<file path="config.mk">
export PLATFORM = sky130hd
export DESIGN_NAME = rv32i_ex
export DESIGN_NICKNAME = d
export VERILOG_FILES = /design/src/rtl/rv32i_ex_pkg.sv /design/src/rtl/rv32i_ex_alu.sv /design/src/rtl/rv32i_ex.sv
export SDC_FILE = /design/constraint.sdc
export NUM_CORES = 1
export LEC_CHECK = 0
export ABC_AREA = 1
export BUFFER_PORTS_ARGS = -buffer_cell sky130_fd_sc_hd__buf_2
export CAP_MARGIN = 20
export CORE_ASPECT_RATIO = 2
export CORE_MARGIN = 2
export CORE_UTILIZATION = 25
export DETAILED_ROUTE_END_ITERATION = 12
export MAX_ROUTING_LAYER = met4
export SYNTH_ARGS = -nofsm -noshare
export SYNTH_HDL_FRONTEND = slang
export SYNTH_HIERARCHICAL = 1
export SYNTH_SLANG_ARGS = --single-unit
</file>
<file path="constraint.sdc">
create_clock -name Clk_100MHz -period 0.8 [get_ports Clk_100MHz]
set_input_delay 0.08 -clock Clk_100MHz [delete_from_list [all_inputs] [get_ports Clk_100MHz]]
set_output_delay 0.08 -clock Clk_100MHz [all_outputs]
set_load 0.05 [all_outputs]
</file>
<file path="src/rtl/rv32i_ex_pkg.sv">
// Shared definitions for the RV32I execute stage: ALU op codes, forward selects,
// XLEN and the EX/MEM register layout.
package RV32I_definitions;

  localparam int XLEN = 32;

  typedef enum logic [3:0] {
    ALU_ADD  = 4'd0,
    ALU_SUB  = 4'd1,
    ALU_SLL  = 4'd2,
    ALU_SLT  = 4'd3,
    ALU_SLTU = 4'd4,
    ALU_XOR  = 4'd5,
    ALU_SRL  = 4'd6,
    ALU_SRA  = 4'd7,
    ALU_OR   = 4'd8,
    ALU_AND  = 4'd9,
    ALU_BEQ  = 4'd10,
    ALU_BNE  = 4'd11,
    ALU_BLT  = 4'd12,
    ALU_BGE  = 4'd13,
    ALU_BLTU = 4'd14,
    ALU_BGEU = 4'd15
  } aluOpT;

  typedef enum logic [1:0] {
    FWD_ID  = 2'd0,
    FWD_MEM = 2'd1,
    FWD_WB  = 2'd2
  } fwdSelT;

  typedef struct packed {
    logic [XLEN-1:0] aluResult;
    logic [XLEN-1:0] rs2Data;
    logic [4:0]      rdAddress;
    logic            rdWrEn;
    logic [XLEN-1:0] branchDest;
    logic            pcSourceSel;
  } exMemT;

  // Branch codes compare Rs1 against Rs2 and never use the immediate.
  function automatic logic isBranchOp(input logic [3:0] op);
    return op >= 4'd10;
  endfunction

endpackage

</file>
<file path="src/rtl/rv32i_ex_alu.sv">
// Combinational RV32I ALU: arithmetic/logic result plus the branch condition
// selected by the op code.
module rv32i_alu
  import RV32I_definitions::*;
(
  input  logic [XLEN-1:0] a_i,
  input  logic [XLEN-1:0] b_i,
  input  logic [3:0]      op_i,
  output logic [XLEN-1:0] result_o,
  output logic            branchCond_o
);

  logic [4:0] shamt;
  logic       signedLt;
  logic       unsignedLt;
  logic       equal;

  assign shamt      = b_i[4:0];
  assign signedLt   = $signed(a_i) < $signed(b_i);
  assign unsignedLt = a_i < b_i;
  assign equal      = a_i == b_i;

  // Branch codes leave the result at zero and only raise the condition.
  always_comb begin
    result_o     = '0;
    branchCond_o = 1'b0;
    case (aluOpT'(op_i))
      ALU_ADD:  result_o = a_i + b_i;
      ALU_SUB:  result_o = a_i - b_i;
      ALU_SLL:  result_o = a_i << shamt;
      ALU_SLT:  result_o = {{(XLEN-1){1'b0}}, signedLt};
      ALU_SLTU: result_o = {{(XLEN-1){1'b0}}, unsignedLt};
      ALU_XOR:  result_o = a_i ^ b_i;
      ALU_SRL:  result_o = a_i >> shamt;
      ALU_SRA:  result_o = $unsigned($signed(a_i) >>> shamt);
      ALU_OR:   result_o = a_i | b_i;
      ALU_AND:  result_o = a_i & b_i;
      ALU_BEQ:  branchCond_o = equal;
      ALU_BNE:  branchCond_o = !equal;
      ALU_BLT:  branchCond_o = signedLt;
      ALU_BGE:  branchCond_o = !signedLt;
      ALU_BLTU: branchCond_o = unsignedLt;
      ALU_BGEU: branchCond_o = !unsignedLt;
      default:  ;
    endcase
  end

endmodule

</file>
<file path="src/rtl/rv32i_ex.sv">
// RV32I execute stage: operand forwarding, ALU, branch resolution and the EX/MEM
// register. Forwarding from MEM/WB is built only when RV32I_EX_FWD_EN is defined.
module rv32i_ex
  import RV32I_definitions::*;
(
  input  logic        Clk_100MHz,
  input  logic        Reset_n,
  input  logic [31:0] ID_PC,
  input  logic        ID_Rd_wr_en,
  input  logic        ID_ALU_source_sel,
  input  logic [3:0]  ID_ALU_op,
  input  logic [31:0] ID_Immediate,
  input  logic        ID_Branch_en,
  input  logic [4:0]  ID_Rd_address,
  input  logic [4:0]  ID_Rs1_address,
  input  logic [4:0]  ID_Rs2_address,
  input  logic [31:0] ID_Rs1_data,
  input  logic [31:0] ID_Rs2_data,
  input  logic [4:0]  MEM_Rd_address,
  input  logic        MEM_Rd_wr_en,
  input  logic [31:0] MEM_ALU_result,
  input  logic [4:0]  WB_Rd_address,
  input  logic        WB_wr_en,
  input  logic [31:0] WB_Rd_wr_data,
  input  logic        EX_stall,
  input  logic        EX_flush,
  output logic [31:0] EX_ALU_result,
  output logic [31:0] EX_Rs2_data,
  output logic [4:0]  EX_Rd_address,
  output logic        EX_Rd_wr_en,
  output logic [31:0] EX_PC_branch_dest,
  output logic        EX_PC_source_sel
);

  fwdSelT          rs1Sel;
  fwdSelT          rs2Sel;
  logic [XLEN-1:0] rs1Fwd;
  logic [XLEN-1:0] rs2Fwd;
  logic [XLEN-1:0] operandB;
  logic [XLEN-1:0] aluResult;
  logic            branchCond;
  exMemT           exMem_d;
  exMemT           exMem_q;

`ifdef RV32I_EX_FWD_EN
  // MEM is the younger producer so it wins over WB; x0 is hardwired and never forwarded.
  always_comb begin
    rs1Sel = FWD_ID;
    if (MEM_Rd_wr_en && (MEM_Rd_address == ID_Rs1_address) && (ID_Rs1_address != 5'd0))
      rs1Sel = FWD_MEM;
    else if (WB_wr_en && (WB_Rd_address == ID_Rs1_address) && (ID_Rs1_address != 5'd0))
      rs1Sel = FWD_WB;

    rs2Sel = FWD_ID;
    if (MEM_Rd_wr_en && (MEM_Rd_address == ID_Rs2_address) && (ID_Rs2_address != 5'd0))
      rs2Sel = FWD_MEM;
    else if (WB_wr_en && (WB_Rd_address == ID_Rs2_address) && (ID_Rs2_address != 5'd0))
      rs2Sel = FWD_WB;
  end
`else
  logic unusedFwd;
  assign unusedFwd = ^{ID_Rs1_address, ID_Rs2_address, MEM_Rd_address, MEM_Rd_wr_en,
                       MEM_ALU_result, WB_Rd_address, WB_wr_en, WB_Rd_wr_data};
  assign rs1Sel = FWD_ID;
  assign rs2Sel = FWD_ID;
`endif

  always_comb begin
    case (rs1Sel)
      FWD_MEM: rs1Fwd = MEM_ALU_result;
      FWD_WB:  rs1Fwd = WB_Rd_wr_data;
      default: rs1Fwd = ID_Rs1_data;
    endcase
    case (rs2Sel)
      FWD_MEM: rs2Fwd = MEM_ALU_result;
      FWD_WB:  rs2Fwd = WB_Rd_wr_data;
      default: rs2Fwd = ID_Rs2_data;
    endcase
  end

  assign operandB = (ID_ALU_source_sel && !isBranchOp(ID_ALU_op)) ? ID_Immediate : rs2Fwd;

  rv32i_alu u_alu (
    .a_i          (rs1Fwd),
    .b_i          (operandB),
    .op_i         (ID_ALU_op),
    .result_o     (aluResult),
    .branchCond_o (branchCond)
  );

  always_comb begin
    exMem_d             = '0;
    exMem_d.aluResult   = aluResult;
    exMem_d.rs2Data     = rs2Fwd;
    exMem_d.rdAddress   = ID_Rd_address;
    exMem_d.rdWrEn      = ID_Rd_wr_en;
    exMem_d.branchDest  = ID_PC + ID_Immediate;
    exMem_d.pcSourceSel = ID_Branch_en & branchCond;
  end

  // Flush beats stall so the hazard unit can kill an instruction even while MEM is held.
  always_ff @(posedge Clk_100MHz or negedge Reset_n) begin
    if (!Reset_n)
      exMem_q <= '0;
    else if (EX_flush)
      exMem_q <= '0;
    else if (!EX_stall)
      exMem_q <= exMem_d;
  end

  assign EX_ALU_result     = exMem_q.aluResult;
  assign EX_Rs2_data       = exMem_q.rs2Data;
  assign EX_Rd_address     = exMem_q.rdAddress;
  assign EX_Rd_wr_en       = exMem_q.rdWrEn;
  assign EX_PC_branch_dest = exMem_q.branchDest;
  assign EX_PC_source_sel  = exMem_q.pcSourceSel;

endmodule

</file>
==> impl_metrics.ini <==
[clock_tree]
clockRootBuffer = clkbuf_16
clkSinkCount = 103
htree_levels = 3
clk_pin_slew_ps = 100
cts_buffers = 9
clkLatencyLatePin_ps = 430
cts_tree = done
clock_path_buffers = 2

[drt]
routed_wl_um = 117000
vias = 24394
vias_per_cell = 5.18
final_antenna_net_count = 0
wl_per_cell_um = 24.9
first_iter_violations = 1593
drc_errors = 0
drtPass1Iterations = 8

[logic_synthesis]
muxShareOfSynthArea_pct = 0.378
synth_nets = 3151
synthAdderAreaFrac_pct = 10.5
netlist_instances = 2790
syn_avg_cell_area_um2 = 5.69
synth_warnings = 6
yosysUniqueCellTypes = 57
syn_area_um2 = 15900
synth_edf_count = 0
synth-async-reset-ratio_pct = 100
synth_compound_area_share_pct = 22.0
synth-xor-area-share_pct = 0.331
ys.flop_type = dfrtp_1
synth_top_family_by_area = simple AND/OR/NAND/NOR gates
synthSimpleGateAreaFrac_pct = 37.9
ys_ff_latch = 103
yosysSeqAreaShare_pct = 16.2

[layout]
syn_to_final_growth_pct = 95.7
fin_nets = 4269
layout-drive-gt1-share_pct = 52.7
num-fill-cells = 6188
multi_input_area_um2 = 15300
final_cell_area_um2 = 31100
register_area_um2 = 2640

[sta]
finalSetupViolCount = 175
slew_headroom_pct = 57.5
drv_slew = 0
fmax_mhz = 348
tightest_slew_ps = 635
worst_slack_ps = -2070
hold_viol_final = 0
min_period_ps = 2870
fin_crit_sh_pct = 359
finClkSkew_ps = 0
grt_setup_unrepaired = yes

[worst_setup_path]
arrival_ps = 3210
cp_num_buf_inv = 8
end_kind = flip-flop
cp_slowest_cell = a21oi_1
crit_chain = buf_8, o21ai_4, nand2_4, buf_12, buf_16, nor2_1, a21oi_2, buf_4, ha_1, a21oi_1, o21ai_2, inv_1, nand2_4, buf_4, inv_1, o22ai_1, a21oi_1, o21a_1, buf_12, nand3_4, a22o_1
crit_fanout = 7
critPathTopFamily = compound AO/OA/AOI/OAI gates
max_stage_delay_ps = 460
cp.required_ps = 1130
worstSetupPathType = in -> reg
critPathLaunchType = input pin

[floorplan]
io_pins = 333
die_h_um = 360
initial_core_util_pct = 25.3
rows = 130
die_w_um = 182
core_area_um2 = 62800
die_area_um2 = 65700

[run_status]
failed_checks = negative setup slack
outcome = finished, violations left

[run]
cap_viol_max_count = 0

[place]
dpl.hpwl_um = 94700
port_buffers = 246
gp_congestion = 1.05
place_area_um2 = 24700

[pwr]
powerDensity_nw_per_um2 = 1250
finalPower_mw = 38.8
vdd_drop_max_v = 0.00126
power_leakage_nw = 15.7

[global_routing]
gr-total-overflow = 0
grt_pass1_vias = 25142
grt_max_degree = 49
antenna_found_initial = 3
grt_pass1_wl_um = 162000
grt_usage_pct = 35.6

[min_path]
hp-class = in -> reg
[power breakdown]
part           internal [mW]  total, mW  leakage, nW  switching [mW]
registers               5.60       5.97         1.31           0.373
clock network           2.26       5.14        0.150            2.88
logic                   11.8       27.7         14.3            15.9
[synthesized netlist by cell type, types with 6 or more instances]
library cell  instances  area (um^2)
a211oi_1              9         67.6
a21oi_1             190          951
a21oi_2               7         61.3
a22o_1               41          359
a31oi_1              10         62.6
buf_1                 7         26.3
buf_2                45          225
buf_4                12         90.1
clkbuf_1             46          173
dfrtp_1             103         2580
ha_1                128         1600
inv_1               355         1330
inv_2                26         97.6
mux2i_1               6         60.1
nand2_1             893         3350
nand2_2              29          181
nand3_1             192          961
nand3_2               7         70.1
nand3b_1              8         60.1
nand4_1              30          188
nor2_1              235          882
nor2_2               13         81.3
nor3_1               16         80.1
o211ai_1             27          203
o21a_1               12         90.1
o21ai_0             174          871
o21ai_1              68          340
o21bai_1             16          120
o22ai_1              18          113
[final cells by class]
class                      count  area share, %
antenna                        3         0.0242
multi-input combinational   2187           49.3
inverter                     384           4.75
timing repair buffer        1223           33.3
clock inverter                 7          0.246
clock buffer                   9          0.725
sequential                   103           8.50
tap                          792           3.19
[layout by cell type (no fill, tap or decap), types with 58 or more instances in the layout]
| cell | netlist | routed |
|---|---|---|
| nand2_1 | 893 | 675 |
| ha_4 | 0 | 58 |
| o21ai_0 | 174 | 103 |
| ha_1 | 128 | 63 |
| a21oi_1 | 190 | 87 |
| buf_4 | 12 | 801 |
| nor2_2 | 13 | 58 |
| nand3_1 | 192 | 100 |
| o21ai_1 | 68 | 78 |
| nor2_1 | 235 | 140 |
| a21oi_2 | 7 | 80 |
| buf_2 | 45 | 125 |
| nand2_4 | 0 | 72 |
| buf_6 | 5 | 207 |
| nand3_2 | 7 | 74 |
| inv_2 | 26 | 61 |
| inv_1 | 355 | 310 |
| nand2_2 | 29 | 170 |
[worst min-delay path: stages]
cell	delay [ps]
buf_2	100
inv_1	110
buf_4	120
o21ai_0	70
[cells by family (layout without fill, tap and decap cells)]
family,Yosys count,count (layout)
buffers and inverters,500,1623
AND/OR/NAND/NOR,1444,1444
multiplexers,6,6
AO/OA/AOI/OAI,600,600
adder cells (fa/ha/maj),131,131
other,0,3
XOR/XNOR,6,6
flip-flops,103,103
[worst paths after layout]
check,to,startpoint,slack [ps],cells after the start
min in group asynchronous,EX_PC_branch_dest[19]$_DFFE_PN0P_,Reset_n,120,2
max in group asynchronous,EX_ALU_result[24]$_DFFE_PN0P_,Reset_n,190,3
max,EX_ALU_result[7]$_DFFE_PN0P_,ID_ALU_op[1],-2070,21
min,EX_Rs2_data[17]$_DFFE_PN0P_,ID_Rs2_data[17],90,4
max reg2reg,EX_ALU_result[31]$_DFFE_PN0P_,EX_ALU_result[31]$_DFFE_PN0P_,-160,3
min reg2reg,EX_PC_branch_dest[27]$_DFFE_PN0P_,EX_PC_branch_dest[27]$_DFFE_PN0P_,510,2
[routing by layer]
layer / wire (um) / vias to the layer above / track usage, % / share of wire (%)
li1: - / 11322 / - / -
met4: 15100 / 0 / 35.8 / 13
met2: 59700 / 992 / 63.8 / 51
met3: 4600 / 564 / 4.19 / 3.9
met5: 0 / - / - / 0
met1: 37900 / 11516 / 31.6 / 32
[flip-flops by register name, indices dropped and copies added (netlist names)]
name,cells
EX_Rs2_data,32
EX_PC_branch_dest,32
EX_PC_source_sel,1
EX_Rd_wr_en,1
EX_ALU_result,32
EX_Rd_address,5
[metrics by stage]
step           util, %  TNS (ps)  hold slack, ps  cells  setup WS [ps]
4_1_cts           46.2   -108840            35.7   4658          -2100
6_report          49.5   -107060            92.0   4708          -2070
2_1_floorplan        -    -69990            -216   2790          -1960
3_5_place_dp      39.4   -122440            5.55   4530          -2950
3_3_place_gp      39.4   -121040            3.10   4530          -2940
5_1_grt           49.5   -113850            96.3   4708          -2170
[what timing repair did]
| item | in CTS | in global routing |
|---|---|---|
| setup buffers | 76 | 61 |
| gates resized for setup | 818 | 462 |
| endpoints found under the hold margin | 138 | 0 |
| cloned | 5 | 1 |
| pin swaps | 150 | 235 |
| endpoints found under the setup margin | 166 | 172 |
| hold buffers | 37 | 0 |
(Power assumes the default switching activity.)
